## config.mk

```make
export PLATFORM = sky130hd
export DESIGN_NAME = hazard_ctrl
export DESIGN_NICKNAME = d
export VERILOG_FILES = /design/src/rtl/hazard_ctrl.sv
export SDC_FILE = /design/constraint.sdc
export NUM_CORES = 1
export LEC_CHECK = 0
export ABC_CLOCK_PERIOD_IN_PS = 2700
export CAP_MARGIN = 20
export CORE_ASPECT_RATIO = 0.8
export CORE_UTILIZATION = 30
export DETAILED_ROUTE_END_ITERATION = 10
export HOLD_SLACK_MARGIN = 0.08
export PLACE_DENSITY = 0.68
export SLEW_MARGIN = 20
export SYNTH_ARGS = -nofsm -noshare
export SYNTH_HDL_FRONTEND = slang
export SYNTH_SLANG_ARGS = --single-unit
export TNS_END_PERCENT = 1
```

## constraint.sdc

```tcl
create_clock -name clk -period 2.7 [get_ports clk]
set_input_delay 0.405 -clock clk [delete_from_list [all_inputs] [get_ports clk]]
set_output_delay 0.405 -clock clk [all_outputs]
set_load 0.01 [all_outputs]
```

## src/rtl/hazard_ctrl.sv

```systemverilog
// Pipeline hazard controller: memory-wait freeze FSM, data-hazard bubbles,
// branch flushes, and a saturating stall-cycle counter.
module hazard_ctrl #(
    parameter int MEM_WAIT = 5
) (
    input  logic        clk,
    input  logic        rst,
    input  logic [3:0]  src1,
    input  logic [3:0]  src2,
    input  logic        use_src1,
    input  logic        use_src2,
    input  logic [3:0]  exe_dest,
    input  logic        exe_wb_en,
    input  logic        exe_mem_r_en,
    input  logic [3:0]  mem_dest,
    input  logic        mem_wb_en,
    input  logic        mem_access,
    input  logic        fwd_en,
    input  logic        branch_taken,
    output logic        pc_freeze,
    output logic        id_freeze,
    output logic        pipe_freeze,
    output logic        if_flush,
    output logic        id_flush,
    output logic        mem_busy,
    output logic [15:0] stall_count
);

    typedef enum logic {IDLE, WAIT} state_t;

    state_t      state_q, state_d;
    logic [3:0]  cnt_q, cnt_d;
    logic [15:0] stall_q, stall_d;
    logic        mem_freeze;
    logic        hazard;
    logic        hz_exe1, hz_exe2, hz_mem1, hz_mem2;

    assign hz_exe1 = use_src1 && exe_wb_en && (src1 == exe_dest);
    assign hz_exe2 = use_src2 && exe_wb_en && (src2 == exe_dest);
    assign hz_mem1 = use_src1 && mem_wb_en && (src1 == mem_dest);
    assign hz_mem2 = use_src2 && mem_wb_en && (src2 == mem_dest);

    // With forwarding only a load feeding the next instruction must stall.
    always_comb begin
        if (fwd_en)
            hazard = exe_mem_r_en && (hz_exe1 || hz_exe2);
        else
            hazard = hz_exe1 || hz_exe2 || hz_mem1 || hz_mem2;
    end

    always_comb begin
        state_d    = state_q;
        cnt_d      = cnt_q;
        mem_freeze = 1'b0;
        case (state_q)
            IDLE: begin
                if (mem_access) begin
                    mem_freeze = 1'b1;
                    state_d    = WAIT;
                    cnt_d      = 4'(MEM_WAIT - 1);
                end
            end
            WAIT: begin
                if (cnt_q != 4'd0) begin
                    mem_freeze = 1'b1;
                    cnt_d      = cnt_q - 4'd1;
                end else begin
                    state_d = IDLE;
                end
            end
            default: state_d = IDLE;
        endcase
    end

    always_comb begin
        pc_freeze   = 1'b0;
        id_freeze   = 1'b0;
        pipe_freeze = 1'b0;
        if_flush    = 1'b0;
        id_flush    = 1'b0;
        if (rst) begin
            pc_freeze = 1'b0;
        end else if (mem_freeze) begin
            pc_freeze   = 1'b1;
            id_freeze   = 1'b1;
            pipe_freeze = 1'b1;
        end else if (branch_taken) begin
            if_flush = 1'b1;
            id_flush = 1'b1;
        end else if (hazard) begin
            pc_freeze = 1'b1;
            id_flush  = 1'b1;
        end
    end

    assign stall_d     = (pc_freeze && stall_q != 16'hFFFF) ? stall_q + 16'd1 : stall_q;
    assign mem_busy    = !rst && (state_q == WAIT);
    assign stall_count = stall_q;

    always_ff @(posedge clk) begin
        if (rst) begin
            state_q <= IDLE;
            cnt_q   <= 4'd0;
            stall_q <= 16'd0;
        end else begin
            state_q <= state_d;
            cnt_q   <= cnt_d;
            stall_q <= stall_d;
        end
    end

endmodule

```

======== Yosys cells after proc, flatten, opt, wreduce, memory -nomap -nowiden ========
Cells that the tools add are included.
storage, ports and cells
  flip-flop bits (word level) ............. 21
  input port bits ......................... 26
  output and inout bits ................... 22
  word-level logic and storage cells ...... 49
operators by class
  add/sub/neg operators ................... 2
  eq/ne operators ......................... 7
  mux-type cells .......................... 19
  bitwise gates (word level) .............. 1
  reduce and logical (&&, ||, !) cells .... 17
operators with widths
  operator                                                             count
  16-bit by 1-bit adder with 16-bit output (second input constant)     1
  4-bit equality test                                                  4
  16-bit != test (second input constant)                               1
  1-bit 2-to-1 mux                                                     15
  1-bit logical AND                                                    11
  4-bit 2-to-1 mux                                                     2
  4-bit one-hot mux with 2 select lines                                1
  4-bit nonzero test                                                   1
  4-bit by 1-bit subtractor with 4-bit output (second input constant)  1
  1-bit logical OR                                                     3
  2-bit by 1-bit != test with 1-bit output (second input constant)     1
  2-bit != test (second input constant)                                1
  1-bit one-hot mux with 2 select lines                                1
  2-bit AND reduction                                                  1
  1-bit logical NOT                                                    1
  1-bit NOT                                                            1

======== Logic depth before layout (Yosys ltp) ========
  depth after elaboration ................. 11
  mapped depth ............................ 9

======== Worst setup path after synthesis ========
Ideal clock, no wire load.
  path kind ............................... input to register
  start point ............................. input exe_dest[3]
  end point ............................... register stall_q[12] (netlist: stall_count[12])
  library setup time ...................... 0.123 ns
  data arrival time ....................... 2.082 ns
  setup slack ............................. 0.495 ns
  stages on the path ...................... 7
  cells stage by stage .................... xor2_1 -> nor3_1 -> nand4_1 -> a2111oi_4 -> nor2_4 -> nor4_1 -> mux2_1
on the way
  cells in the longest elaborated chain, start to end .. 11
  elaborated cells between the ends (all ways) .. 14
  classes of those cells .................. eq/ne: 2; mux: 5; reduce/logical: 7
RTL lines
  item                                           line    source
  start, declared                                12      input logic [3:0] exe_dest,
  4-bit equality test, on equally long branches  38, 39
  1-bit logical AND, on equally long branches    38, 39
  1-bit logical OR *                             46, 48
  1-bit logical OR (2 in a row)                  48      hazard = hz_exe1 || hz_exe2 || hz_mem1 || hz_mem2;
  1-bit 2-to-1 mux *                             45      if (fwd_en)
  1-bit 2-to-1 mux *                             90      end else if (hazard) begin
  1-bit 2-to-1 mux *                             87      end else if (branch_taken) begin
  1-bit 2-to-1 mux *                             83      end else if (mem_freeze) begin
  1-bit 2-to-1 mux *                             81      if (rst) begin
  1-bit logical AND *                            96      assign stall_d = (pc_freeze && stall_q != 16'hFFFF) ? stall_q + 16'd1 : stall_q;
  end signal, assigned                           108     stall_q <= stall_d;
  end, declared                                  33      logic [15:0] stall_q, stall_d;
Every way passes the cells marked *; elsewhere a longest branch is shown, timed or not.
A chain may end at the register's enable or synchronous reset.

======== Worst setup path in the final report ========
  start point ............................. input src1[3]
  end point ............................... output pc_freeze
on the way
  cells in the longest elaborated chain, start to end .. 10
  elaborated cells between the ends (all ways) .. 13
  classes of those cells .................. eq/ne: 2; mux: 5; reduce/logical: 6
RTL lines
  item                           line    source
  start, declared                8       input logic [3:0] src1,
  4-bit equality test            38      assign hz_exe1 = use_src1 && exe_wb_en && (src1 == exe_dest);
  1-bit logical AND              38
  1-bit logical OR               46, 48
  1-bit logical OR (2 in a row)  48
  1-bit 2-to-1 mux *             45
  1-bit 2-to-1 mux *             90
  1-bit 2-to-1 mux *             87
  1-bit 2-to-1 mux *             83
  1-bit 2-to-1 mux *             81
  end, declared                  20      output logic pc_freeze,
Marked as above.

==> flow_metrics.tcl <==
set metrics [dict create \
    syn_area_sq_mm 0.001335 \
    skew_ns 0.01011 \
    timing_hold_violations_final 0 \
    finalPower_mw 0.7505 \
    initial_core_util_pct 31.56 \
    fin_nets 255 \
    p_comb_share_pct 28.6 \
    yosysSeqAreaShare_pct 31.49 \
    grt_first_pass_wirelength_mm 5.844 \
    min_period_ns 2.656 \
    gp_congestion 0.8741 \
    hpwl_mm 2.847 \
    end_kind "output port" \
    synth_fp_nets 187 \
    pwr_density_cell_mw_per_mm2 359.8 \
    cp-start-kind "primary input" \
    overflow 0 \
    tightest_slew_ns 0.3805 \
    cts_root_buffer "clkbuf_8" \
    final_max_slew_viol_count 0 \
    pwr-share-clk_pct 27.0 \
    ctsHtreeMaxLevel 1 \
    required_ns 2.30 \
    clk_path_buf_depth 2 \
    nFillCells 386 \
    ir_drop_mv 0.2394 \
    drt-wirelength-per-cell_microns 12.55 \
    synth_top_area_share_pct 31.49 \
    hp-class "flip-flop to flip-flop" \
    area_growth_pct 56.23 \
    setup_viol_count_final 0 \
    ctsHoldBuffers 0 \
    syn_area_per_cell_sq_um 8.450 \
    swShare_pct 27.88 \
    ios 48 \
    die_w_microns 76.59 \
    drive_gt1_share_pct 14.67 \
    post-route-period-util_pct 98.36 \
    grt_pass1_vias 1258 \
    fp.dieH_microns 61.67 \
    internal_power_mw 0.5413 \
    maxSlewHeadroom_pct 74.56 \
    pwr-share-seq_pct 44.4 \
    cp.arrival_ns 2.25 \
    p_leak_nw 0.7692 \
    vias 1417 \
    fp.coreArea_sq_mm 0.004230 \
    yosys.area.top_type "dfxtp_1" \
    drc 0 \
    clkLatencyLatePin_ns 0.26 \
    synthTopCellsByArea "dfxtp_1 (31%), xor2_1 (8.5%), xnor2_1 (3.9%), nand3_1 (3.7%), a21oi_1 (3.4%)" \
    cts_tree "yes" \
    std_cell_rows 21 \
    tns_ns 0 \
    initialDrtViolationCount 150 \
    antenna_cells 0 \
    maxCapViolations 0 \
    die_area_sq_mm 0.004723 \
    async_flop_share_pct 0 \
    synth_edf_count 0 \
    avgViaCountPerCell 5.025 \
    grt_max_degree 23 \
    portBuffers 47 \
    synth-main-ff-cell "dfxtp_1" \
    syn_inst 158 \
    critical_path_peak_fanout 2 \
    ant_nets 0 \
    routed_wl_mm 3.540 \
    yosysWarnings 0 \
    antenna_found_initial 0 \
    track_usage_pct 15.76 \
    outcome "complete, no violations" \
    timing.fmax_ghz 0.3765 \
    clock_sinks 21 \
    ys_ff_latch 21 \
    cts_buffers 3 \
    p_switching_mw 0.2093 \
    crit_type "primary input to output port" \
    path_clk_slew_ns 0.07 \
    utilization_pct 49.30 \
    rsz0062_at_grt "true" \
    synth_cell_types 41 \
    firstDrtPassIters 4 \
]
logic make-up after synthesis:
group	share of synthesized area, %
AOI/OAI and AO/OA	22.68
DFF	31.49
muxes	1.593
buffers and inverters	3.561
and+or+nand+nor	25.40
xor gates and xnor gates	12.46
adders and majority gates	2.812
flip-flops by register name (all words and copies together) (netlist names):
name,flops
cnt_q,4
stall_count,16
state_q,1
what timing repair did:
| item | CTS | global route |
|---|---|---|
| resized for setup | 1 | 5 |
| buffers inserted | 0 | 1 |
| setup endpoints to repair | 2 | 5 |
| pin swaps | 3 | 3 |
path summary, 6_finish.rpt:
check / start / end / slack [ns] / cells after the start
setup / recovery: src1[3] / pc_freeze / 0.04 / 10
hold / removal: cnt_q[0] / cnt_q[0] / 0.49 / 2
setup reg to reg: cnt_q[0] / stall_count[12] / 0.47 / 9
hold reg to reg: cnt_q[0] / cnt_q[0] / 0.49 / 2
synthesized netlist by cell type (5+ instances only):
library cell / count
nand3_1: 10
nand4_1: 7
a21oi_1: 9
nor2_1: 8
xnor2_1: 6
nor3_1: 7
nor4_1: 5
dfxtp_1: 21
xor2_1: 13
nor2b_1: 5
inv_1: 5
nand2_1: 10
critical path, stage by stage:
cell             delay (ns)
clkdlybuf4s50_1        0.43
buf_4                  0.14
xor2_1                 0.15
nor3_2                 0.11
nand4_1                0.16
buf_4                  0.17
o31ai_2                0.28
nor2_4                 0.07
inv_2                  0.06
dlygate4sd2_1          0.27
metrics by stage:
step | instance area [sq um] | hold slack (ns) | cells | worst slack (ns)
final | 2086 | 0.4948 | 282 | 0.04417
after global routing | 2086 | 0.5346 | 282 | -0.08643
after CTS | 2059 | 0.5017 | 281 | -0.2322
after detailed placement | 2014 | 0.4910 | 277 | -0.2450
after global placement | 2014 | 0.4754 | 277 | -0.2439
after floorplan | 1335 | 0.4564 | 158 | 0.4949
routing by layer:
| layer | vias up | wire (microns) | share of wire [%] | track usage (%) |
|---|---|---|---|---|
| li1 | 734 | - | - | - |
| met5 | - | 0 | 0 | 0 |
| met3 | 2 | 220 | 6.2 | 3.556 |
| met1 | 642 | 1672 | 47 | 21.68 |
| met2 | 39 | 1628 | 46 | 26.00 |
| met4 | 0 | 19 | 0.54 | 2.473 |
power groups by stage:
stage | Clock, mW | Sequential (mW) | Combinational (mW)
floorplan | 0 | 0.337 | 0.102
global placement | 0 | 0.340 | 0.213
detailed placement | 0 | 0.341 | 0.214
CTS | 0.211 | 0.333 | 0.214
global route | 0.222 | 0.336 | 0.237
finish | 0.202 | 0.333 | 0.215
placed cells by master (no fill, tap or decap), types with 2 or more instances in the layout:
cell type / synthesis / routed
buf_4: 1 / 20
xnor2_1: 6 / 6
a311oi_1: 3 / 3
nand4_1: 7 / 7
or4_1: 2 / 2
nor2b_1: 5 / 5
clkbuf_8: 0 / 3
nor3_1: 7 / 5
ha_1: 3 / 3
o21ai_1: 3 / 3
a31oi_1: 3 / 3
xor2_1: 13 / 13
a21boi_0: 2 / 2
o41ai_1: 4 / 4
a21oi_1: 9 / 8
dfxtp_1: 21 / 21
nand2_1: 10 / 10
nor2_1: 8 / 8
o21a_1: 3 / 3
o31a_1: 2 / 2
nor3_2: 0 / 2
nand3_1: 10 / 10
and3_1: 3 / 3
inv_1: 5 / 5
o311ai_1: 4 / 4
nor4_1: 5 / 5
dlymetal6s2s_1: 0 / 2
clkdlybuf4s50_1: 0 / 44
o31ai_1: 2 / 2
cell type report:
cell class	instances	area [sq um]	area share, %
multi-input combinational	126	880.8	42.23
timing repair buffer	68	644.4	30.89
sequential	21	420.4	20.16
tap	57	71.32	3.419
clock buffer	3	41.29	1.980
inverter	6	22.52	1.080
clock inverter	1	5.005	0.2400
No activity file was read; power rests on OpenSTA's default activity.
